### src/rtl/exe_unit_arbiter_if.sv
// exe_unit_arbiter_if: requester and execution-unit signals of the arbiter
// Requester side: i_req*, i_oper*, i_argA*, i_argB* in; o_ack*, o_done*, o_result, o_status, o_busy out
// Unit side: o_eu_oper, o_eu_argA, o_eu_argB out; i_eu_result, i_eu_status in
interface exe_unit_arbiter_if #(parameter int m = 4, parameter int n = 2);
    logic         i_req0, i_req1;
    logic [n-1:0] i_oper0, i_oper1;
    logic [m-1:0] i_argA0, i_argB0, i_argA1, i_argB1;
    logic         o_ack0, o_ack1, o_done0, o_done1, o_busy;
    logic [m-1:0] o_result;
    logic [3:0]   o_status;
    logic [n-1:0] o_eu_oper;
    logic [m-1:0] o_eu_argA, o_eu_argB;
    logic [m-1:0] i_eu_result;
    logic [3:0]   i_eu_status;
    modport slave (
        input  i_req0, i_req1, i_oper0, i_oper1, i_argA0, i_argB0, i_argA1, i_argB1, i_eu_result, i_eu_status,
        output o_ack0, o_ack1, o_done0, o_done1, o_busy, o_result, o_status, o_eu_oper, o_eu_argA, o_eu_argB
    );
    modport master (
        output i_req0, i_req1, i_oper0, i_oper1, i_argA0, i_argB0, i_argA1, i_argB1, i_eu_result, i_eu_status,
        input  o_ack0, o_ack1, o_done0, o_done1, o_busy, o_result, o_status, o_eu_oper, o_eu_argA, o_eu_argB
    );
endinterface

### src/rtl/exe_unit_arbiter.sv
// exe_unit_arbiter: round-robin sharing of one execution unit between two requesters
// Ports: i_clk clock, i_rsn sync active-high reset, bus (slave) requester and unit signals
module exe_unit_arbiter #(
    parameter int m   = 4,
    parameter int n   = 2,
    parameter int LAT = 1
) (
    input logic i_clk,
    input logic i_rsn,
    exe_unit_arbiter_if.slave bus
);
    typedef enum logic {IDLE, BUSY} state_t;
    state_t       r_state, w_next;
    logic         r_g, r_last, r_ack0, r_ack1, r_done0, r_done1, r_busy;
    logic [2:0]   r_cnt;
    logic [m-1:0] r_result, r_eu_argA, r_eu_argB;
    logic [3:0]   r_status;
    logic [n-1:0] r_eu_oper;
    logic         w_grant, w_win, w_done;
    always_comb begin
        w_next  = r_state;
        w_grant = 1'b0;
        w_win   = 1'b0;
        w_done  = 1'b0;
        if (r_state == IDLE) begin
            w_grant = bus.i_req0 | bus.i_req1;
            // on contention the requester not served last wins
            w_win   = (bus.i_req0 & bus.i_req1) ? ~r_last : bus.i_req1;
            w_next  = w_grant ? BUSY : IDLE;
        end else begin
            w_done = r_cnt == 3'd0;
            w_next = w_done ? IDLE : BUSY;
        end
    end
    always_ff @(posedge i_clk) begin
        if (i_rsn) begin
            r_state   <= IDLE;
            r_cnt     <= 3'd0;
            r_g       <= 1'b0;
            r_last    <= 1'b1;
            r_ack0    <= 1'b0;
            r_ack1    <= 1'b0;
            r_done0   <= 1'b0;
            r_done1   <= 1'b0;
            r_busy    <= 1'b0;
            r_result  <= '0;
            r_status  <= '0;
            r_eu_oper <= '0;
            r_eu_argA <= '0;
            r_eu_argB <= '0;
        end else begin
            r_state <= w_next;
            r_ack0  <= w_grant & ~w_win;
            r_ack1  <= w_grant & w_win;
            r_done0 <= w_done & ~r_g;
            r_done1 <= w_done & r_g;
            if (w_grant) begin
                r_g       <= w_win;
                r_last    <= w_win;
                r_cnt     <= 3'(LAT);
                r_busy    <= 1'b1;
                r_eu_oper <= w_win ? bus.i_oper1 : bus.i_oper0;
                r_eu_argA <= w_win ? bus.i_argA1 : bus.i_argA0;
                r_eu_argB <= w_win ? bus.i_argB1 : bus.i_argB0;
            end else if (r_state == BUSY && r_cnt != 3'd0) begin
                r_cnt <= r_cnt - 3'd1;
            end
            if (w_done) begin
                r_result <= bus.i_eu_result;
                r_status <= bus.i_eu_status;
                r_busy   <= 1'b0;
            end
        end
    end
    assign bus.o_ack0    = r_ack0;
    assign bus.o_ack1    = r_ack1;
    assign bus.o_done0   = r_done0;
    assign bus.o_done1   = r_done1;
    assign bus.o_busy    = r_busy;
    assign bus.o_result  = r_result;
    assign bus.o_status  = r_status;
    assign bus.o_eu_oper = r_eu_oper;
    assign bus.o_eu_argA = r_eu_argA;
    assign bus.o_eu_argB = r_eu_argB;
endmodule
### src/flat_wrapper.sv
// flat-port wrapper written by rule: the top's interface ports become plain ports
module exe_unit_arbiter_flat 
#(
    parameter int m   = 4,
    parameter int n   = 2,
    parameter int LAT = 1
)
  (i_clk, i_rsn, bus_i_req0, bus_i_req1, bus_i_oper0, bus_i_oper1, bus_i_argA0, bus_i_argB0, bus_i_argA1, bus_i_argB1, bus_i_eu_result, bus_i_eu_status, bus_o_ack0, bus_o_ack1, bus_o_done0, bus_o_done1, bus_o_busy, bus_o_result, bus_o_status, bus_o_eu_oper, bus_o_eu_argA, bus_o_eu_argB);
  exe_unit_arbiter_if #(.m(m), .n(n)) bus_i ();
  input logic i_clk;
  input logic i_rsn;
  input wire logic [$bits(bus_i.i_req0)-1:0] bus_i_req0;
  input wire logic [$bits(bus_i.i_req1)-1:0] bus_i_req1;
  input wire logic [$bits(bus_i.i_oper0)-1:0] bus_i_oper0;
  input wire logic [$bits(bus_i.i_oper1)-1:0] bus_i_oper1;
  input wire logic [$bits(bus_i.i_argA0)-1:0] bus_i_argA0;
  input wire logic [$bits(bus_i.i_argB0)-1:0] bus_i_argB0;
  input wire logic [$bits(bus_i.i_argA1)-1:0] bus_i_argA1;
  input wire logic [$bits(bus_i.i_argB1)-1:0] bus_i_argB1;
  input wire logic [$bits(bus_i.i_eu_result)-1:0] bus_i_eu_result;
  input wire logic [$bits(bus_i.i_eu_status)-1:0] bus_i_eu_status;
  output wire logic [$bits(bus_i.o_ack0)-1:0] bus_o_ack0;
  output wire logic [$bits(bus_i.o_ack1)-1:0] bus_o_ack1;
  output wire logic [$bits(bus_i.o_done0)-1:0] bus_o_done0;
  output wire logic [$bits(bus_i.o_done1)-1:0] bus_o_done1;
  output wire logic [$bits(bus_i.o_busy)-1:0] bus_o_busy;
  output wire logic [$bits(bus_i.o_result)-1:0] bus_o_result;
  output wire logic [$bits(bus_i.o_status)-1:0] bus_o_status;
  output wire logic [$bits(bus_i.o_eu_oper)-1:0] bus_o_eu_oper;
  output wire logic [$bits(bus_i.o_eu_argA)-1:0] bus_o_eu_argA;
  output wire logic [$bits(bus_i.o_eu_argB)-1:0] bus_o_eu_argB;
  assign bus_i.i_req0 = bus_i_req0;
  assign bus_i.i_req1 = bus_i_req1;
  assign bus_i.i_oper0 = bus_i_oper0;
  assign bus_i.i_oper1 = bus_i_oper1;
  assign bus_i.i_argA0 = bus_i_argA0;
  assign bus_i.i_argB0 = bus_i_argB0;
  assign bus_i.i_argA1 = bus_i_argA1;
  assign bus_i.i_argB1 = bus_i_argB1;
  assign bus_i.i_eu_result = bus_i_eu_result;
  assign bus_i.i_eu_status = bus_i_eu_status;
  assign bus_o_ack0 = bus_i.o_ack0;
  assign bus_o_ack1 = bus_i.o_ack1;
  assign bus_o_done0 = bus_i.o_done0;
  assign bus_o_done1 = bus_i.o_done1;
  assign bus_o_busy = bus_i.o_busy;
  assign bus_o_result = bus_i.o_result;
  assign bus_o_status = bus_i.o_status;
  assign bus_o_eu_oper = bus_i.o_eu_oper;
  assign bus_o_eu_argA = bus_i.o_eu_argA;
  assign bus_o_eu_argB = bus_i.o_eu_argB;
  exe_unit_arbiter #(.m(m), .n(n), .LAT(LAT)) u_core (.i_clk(i_clk), .i_rsn(i_rsn), .bus(bus_i));
endmodule
### config.mk
export PLATFORM = sky130hd
export DESIGN_NAME = exe_unit_arbiter_flat
export DESIGN_NICKNAME = d
export VERILOG_FILES = /design/src/rtl/exe_unit_arbiter_if.sv /design/src/rtl/exe_unit_arbiter.sv /design/src/flat_wrapper.sv
export SDC_FILE = /design/constraint.sdc
export NUM_CORES = 1
export LEC_CHECK = 0
export CAP_MARGIN = 20
export CORE_MARGIN = 10
export CORE_UTILIZATION = 35
export CTS_BUF_LIST = sky130_fd_sc_hd__clkbuf_8
export CTS_CLUSTER_SIZE = 28
export DETAILED_ROUTE_END_ITERATION = 16
export GPL_TIMING_DRIVEN = 0
export HOLD_SLACK_MARGIN = 0.12
export MAX_ROUTING_LAYER = met4
export PLACE_DENSITY = 0.78
export SYNTH_ARGS = -nofsm -noshare
export SYNTH_HDL_FRONTEND = slang
export SYNTH_SLANG_ARGS = --single-unit
### constraint.sdc
create_clock -name i_clk -period 1.38 [get_ports i_clk]
set_input_delay 0.276 -clock i_clk [delete_from_list [all_inputs] [get_ports i_clk]]
set_output_delay 0.276 -clock i_clk [all_outputs]
set_load 0.1 [all_outputs]
==> results of run 1 <==
layout make-up:
type | instances | area [um^2]
buffer | 3 | 32.5
clock buffer | 6 | 82.6
clock inverter | 2 | 33.8
fill | 270 | 1280
inverter | 3 | 11.3
multi-input combinational | 60 | 520
sequential | 29 | 582
tap | 44 | 55.1
timing repair buffer | 54 | 432
worst register-to-register path, cell delays in order, from the launching register on:
cell and delay, ns:
dfxtp_1 0.34, inv_2 0.07, ha_4 0.17, a21boi_2 0.18, nor2_1 0.07, a2111oi_2 0.31
Yosys cell counts (all sizes together), types with 3 or more instances:
cell type | count | area share [%]
a22o | 8 | 6.3
o2bb2ai | 10 | 7.9
buf | 4 | 3.2
nor2 | 8 | 3.2
nor3 | 3 | 1.4
inv | 3 | 1.0
dfxtp | 29 | 52
mux2i | 10 | 9.1
per-stage QoR:
step	worst slack (ns)	std cells
final	0.0652	201
after CTS	0.00274	202
after global placement	-0.354	194
after floorplan	0.0758	96
after detailed placement	-0.367	194
after global routing	0.000378	201
kinds of logic after synthesis:
logic type / Yosys count / share of synthesized area (%)
compound gates: 27 / 21.3
simple gates: 21 / 10.7
mux: 10 / 9.05
flops: 29 / 52.5
buf+inv: 7 / 4.19
fa+ha+maj: 2 / 2.26
per-layer routing:
metal / GRT usage, % / wire (um) / vias to the layer above
met5: - / 0 / -
met4: 3.35 / 21 / 0
met3: 4.60 / 144 / 2
met2: 17.8 / 1590 / 37
met1: 12.6 / 1300 / 443
li1: - / - / 475
state kept, by name, indices dropped and copies added (netlist names):
signal and cells:
u_core.bus.o_eu_argA 4, u_core.bus.o_eu_argB 4, u_core.bus.o_result 4, u_core.bus.o_status 4
u_core.r_cnt 3, u_core.bus.o_eu_oper 2, u_core.bus.o_ack0 1, u_core.bus.o_ack1 1
u_core.bus.o_busy 1, u_core.bus.o_done0 1, u_core.bus.o_done1 1, u_core.r_g 1
u_core.r_last 1, u_core.r_state 1
final timing paths:
check,end,slack (ns)
worst min register to register,u_core.bus.o_eu_oper[0],0.46
worst max-delay path,bus_o_eu_argB[2],0.07
worst min-delay path,u_core.r_state,0.42
worst max register to register,u_core.r_cnt[1],0.13
power breakdown:
part           total (W)  internal, W  leakage, nW  switching (W)
Combinational   0.000789     0.000224        0.493       0.000565
Sequential      0.000950     0.000910        0.239      0.0000401
Clock           0.000874     0.000580       0.0626       0.000294
Total            0.00261      0.00171        0.794       0.000899
repair_timing:
action,4_1_cts,5_1_grt
endpoints found under the setup margin,39,22
endpoints found under the hold margin,0,0
pin swaps,1,0
gates resized for setup,119,12
==> flow_summary_export.csv, run 1 <==
group,metric,value,unit
cts,clk_pin_slew,0.06,ns
setup_path,path_max_fanout,2,
sta,setup_tns,0,ns
cts,htree_levels,2,
sta,fin_crit_sh,95.3,%
routing,drc,0,
placement,port_buffers,54,
synthesis,yosysUniqueCellTypes,27,
setup_path,r2r-start,"u_core.r_cnt[0]",
sta,fmax,761,MHz
floorplan,dieArea,0.00581,mm^2
global_routing,grtUsageTotal,11.2,%
global_routing,antenna_found_initial,0,
hold_path,holdPathStages,3,
cts,cts.sinks,29,
cts,post_cts.repair.setup_buffers,0,
sta,hold_viol_final,0,
sta,relSlewSlack,66.8,%
synthesis,synth-edff-count,0,
routing,drt_wl_total,3.06,mm
routing,vias,957,
setup_path,crit_arrival,1.04,ns
setup_path,start_kind,"flop",
routing,avgRoutedWirePerCell,15.2,um
setup_path,crit_buf_inv,1,
hold_path,min_from,"bus_i_req0",
run_status,status,"completed",
setup_path,critPathLaunch,"u_core.bus.o_eu_argB[2]",
synthesis,ys.flop_type,"dfxtp_1",
floorplan,initial_core_util,36.5,%
power_and_ir_drop,p_per_area,1490,mW/mm^2
final_layout,layout_common_cells,"29 x clkdlybuf4s50_1, 28 x dfxtp_1, 22 x buf_2",
floorplan,rows,20,
sta,fin_crit,1.31,ns
sta,slew_viol_final,0,
cts,cts_made_buffers,5,
synthesis,synthArstFlopShare,0,%
floorplan,num_io_pins,55,
floorplan,die_h,76.2,um
synthesis,ys_seq_elements,29,
global_routing,grt_pass1_vias,1009,
synthesis,avgSynthCellArea,11.5,um^2
global_routing,overflow,0,
setup_path,reg2regPathDepth,5,
final_layout,n_antenna_cell,0,
hold_path,hp-class,"in -> reg",
setup_path,max_stage_delay,0.43,ns
synthesis,synthesis.area,0.00111,mm^2
setup_path,required,1.10,ns
power_and_ir_drop,cellLeakagePower,0.794,nW
power_and_ir_drop,total_power,0.00261,W
setup_path,critical_path_depth,1,
global_routing,grt_max_degree,11,
sta,hold_slack,0.416,ns
routing,via_per_inst,4.76,
cts,hold_buffers,0,
floorplan,die_x,76.2,um
cts,clk_latency,0.27,ns
final_layout,layout-drive-gt1-share,29.9,%
placement,dp_hpwl,2.42,mm
run,maxCapViolCount,0,
global_routing,grt_first_pass_wirelength,5.17,mm
setup_path,cpMaxStageDelayCell,"buf_2",
sta,tightest_slew,0.501,ns
cts,clockRootBuffer,"clkbuf_8",
placement,place_congestion,0.657,
cts,clk_path_buf_depth,2,
sta,finalSetupViolations,0,
synthesis,ys_seq_area_share,52.5,%
setup_path,critPathCaptureType,"primary output",
power_and_ir_drop,irDropWorstVdd,0.000763,V
final_layout,design_area,0.00175,mm^2
synthesis,yosys_warnings,0,
final_layout,final_net_count,190,
synthesis,syn_nets,130,
placement,dpl_cell_area,0.00170,mm^2
final_layout,syn_to_final_growth,58.1,%
routing,postRouteAntennaNets,0,
setup_path,cpLargestDelayFamily,"buffers and inverters",
sta,clock_skew,0.00382,ns
sta,rsz0062_at_grt,"false",
cts,cts_tree,"built",
final_layout,final_core_util,57.8,%
synthesis,synthCells,96,
floorplan,core_area,0.00303,mm^2
routing,dr.pass1.iters,4,
setup_path,worstSetupPathType,"reg -> out",
setup_path,crit_chain,"buf_2",
routing,drtIter0Drc,40,
final_layout,layout_commonest_cell,"clkdlybuf4s50_1",
Power figures use the tool's default switching activity.
==> run 2, diff against run 1 <==
ABC_CLOCK_PERIOD_IN_PS = 1380   (was unset)
CORE_UTILIZATION = 30   (was 35)
PLACE_DENSITY = 0.69   (was 0.78)
==> run 2 against run 1 <==
Clock power shrank 28%; power is 9.3% lower; register-to-register slack improved by 0.02 ns; critical path type is now in -> reg; largest power group unchanged; highest routed layer unchanged.
==> flow_summary_export.csv, run 2 (synthesized netlist as in run 1, its figures left out) <==
group,metric,value,unit
setup_path,worstSetupPathType,"in -> reg",
placement,place_congestion,0.750,
floorplan,initial_core_util,30.7,%
power_and_ir_drop,switching_share,37.9,%
power_and_ir_drop,p_per_area,1390,mW/mm^2
sta,slew_viol_final,0,
global_routing,grt_pass1_vias,1007,
final_layout,n_antenna_cell,0,
routing,via_per_inst,4.72,
routing,vias,967,
sta,layout_setup_ws,0.0515,ns
hold_path,min_from,"u_core.bus.o_busy",
routing,drt_wl_total,3.18,mm
final_layout,final_core_util,47.4,%
placement,pre_cts_ws,-0.378,ns
power_and_ir_drop,p_clk_share,26.6,%
global_routing,overflow,0,
final_layout,layoutNonFillerInstCount,205,
hold_path,holdPathStages,1,
cts,post_cts.repair.setup_buffers,0,
setup_path,reg2regPathDepth,5,
setup_path,start_kind,"input port",
hold_path,hold_end,"u_core.bus.o_busy",
hold_path,hp-class,"reg -> reg",
setup_path,critPathLaunch,"i_rsn",
final_layout,syn_to_final_growth,54.4,%
cts,cts.sinks,29,
final_layout,layout_commonest_cell,"clkdlybuf4s50_1",
run,maxCapViolCount,0,
power_and_ir_drop,switchingPower,0.000898,W
run_status,status,"completed",
sta,relSlewSlack,66.8,%
final_layout,layout_common_cells,"29 x clkdlybuf4s50_1, 28 x dfxtp_1, 23 x buf_2",
final_layout,design_area,0.00171,mm^2
global_routing,grtUsageTotal,10.1,%
floorplan,die_x,80.7,um
placement,dpl_cell_area,0.00171,mm^2
setup_path,path_max_fanout,10,
cts,clk_latency,0.27,ns
setup_path,required,1.58,ns
final_layout,final_net_count,190,
floorplan,rows,22,
setup_path,crit_arrival,1.53,ns
placement,post-place-cells,198,
sta,fmax,753,MHz
sta,hold_viol_final,0,
sta,fin_crit_sh,96.3,%
cts,clk_path_buf_depth,2,
sta,clock_skew,0.00104,ns
setup_path,r2r-start,"u_core.r_state",
setup_path,rr_endpoint,"u_core.bus.o_eu_argB[0]",
floorplan,core_area,0.00361,mm^2
sta,finalSetupViolations,0,
cts,htree_levels,2,
routing,drc,0,
global_routing,grt_first_pass_wirelength,4.95,mm
final_layout,layout-drive-gt1-share,29.3,%
sta,setup_tns,0,ns
setup_path,critPathCaptureType,"flop",
global_routing,grt_max_degree,11,
routing,postRouteAntennaNets,0,
floorplan,die_h,80.7,um
routing,drtIter0Drc,35,
placement,dp_hpwl,2.50,mm
floorplan,num_io_pins,55,
cts,clk_pin_slew,0.06,ns
power_and_ir_drop,combPwrFrac,33.3,%
routing,avgRoutedWirePerCell,15.5,um
sta,tightest_slew,0.501,ns
cts,cts_made_buffers,5,
setup_path,r2r_setup_slack,0.15,ns
power_and_ir_drop,p_int,0.00147,W
global_routing,antenna_found_initial,0,
routing,dr.pass1.iters,3,
power_and_ir_drop,irDropWorstVdd,0.000583,V
floorplan,dieArea,0.00652,mm^2
power_and_ir_drop,cellLeakagePower,0.769,nW
power_and_ir_drop,seqPwrFrac,40.1,%
cts,clockRootBuffer,"clkbuf_8",
placement,port_buffers,54,
sta,fin_crit,1.33,ns
cts,hold_buffers,0,
cts,cts_tree,"built",
==> run 2: cell count changes in the layout (fill, tap and decap cells not counted), sizes merged <==
| cell | change |
|---|---|
| dlygate4sd2 | +1 |
| clkinv | +2 |
| clkbuf | -2 |
| buf | +1 |
| dlymetal6s2s | -1 |
| bufinv | -1 |
==> run 2: layout make-up <==
type / instances / area, um^2
Fill cell: 373 / 1900
Sequential cell: 29 / 582
Multi-Input combinational cell: 60 / 514
Timing Repair Buffer: 54 / 428
Clock buffer: 5 / 68.8
Tap cell: 48 / 60.1
Buffer: 3 / 30.0
Clock inverter: 3 / 13.8
Inverter: 3 / 11.3
==> run 2: worst max path at each step <==
| stage | endpoint | slack (ns) | cells after the start |
|---|---|---|---|
| floorplan | u_core.bus.o_result[0] | 0.08 | 6 |
| global placement | bus_o_eu_argB[0] | -0.36 | 1 |
| detailed placement | bus_o_eu_argA[3] | -0.38 | 1 |
| CTS | u_core.bus.o_result[2] | 0.00007 | 6 |
| global route | u_core.bus.o_eu_argB[2] | -0.004 | 4 |
| finish | u_core.bus.o_eu_argB[0] | 0.05 | 4 |
==> run 2: routing by layer <==
layer | wire length [um] | vias up | part of all wire, % | GRT usage, %
met5 | 0 | - | 0 | -
met4 | 34 | 0 | 1.1 | 3.63
met3 | 304 | 6 | 9.6 | 5.58
met2 | 1480 | 41 | 46 | 15.4
met1 | 1360 | 446 | 43 | 11.0
li1 | - | 474 | - | -
==> run 2: power groups by stage <==
stage	registers [W]	logic, W	clock network (W)
floorplan	0.00137	0.000173	0
global route	0.000961	0.000830	0.000706
finish	0.000952	0.000789	0.000630
global placement	0.000965	0.000812	0
CTS	0.000950	0.000781	0.000662
detailed placement	0.000969	0.000824	0
==> run 2: per-stage QoR <==
| step | total power [W] | hold WS [ns] |
|---|---|---|
| after floorplan | 0.00154 | 0.401 |
| after global placement | 0.00178 | 0.436 |
| after global routing | 0.00250 | 0.487 |
| after CTS | 0.00239 | 0.457 |
| final | 0.00237 | 0.457 |
| after detailed placement | 0.00179 | 0.445 |
==> run 2: timing repair <==
item / in CTS / in global routing
gates resized for setup: 120 / 9
setup endpoints to repair: 41 / 18
pin swaps: 1 / 0
==> run 2: worst max-delay path: stages <==
cell             delay [ns]
clkdlybuf4s50_1        0.48
or3_1                  0.40
buf_2                  0.21
o2bb2ai_1              0.17
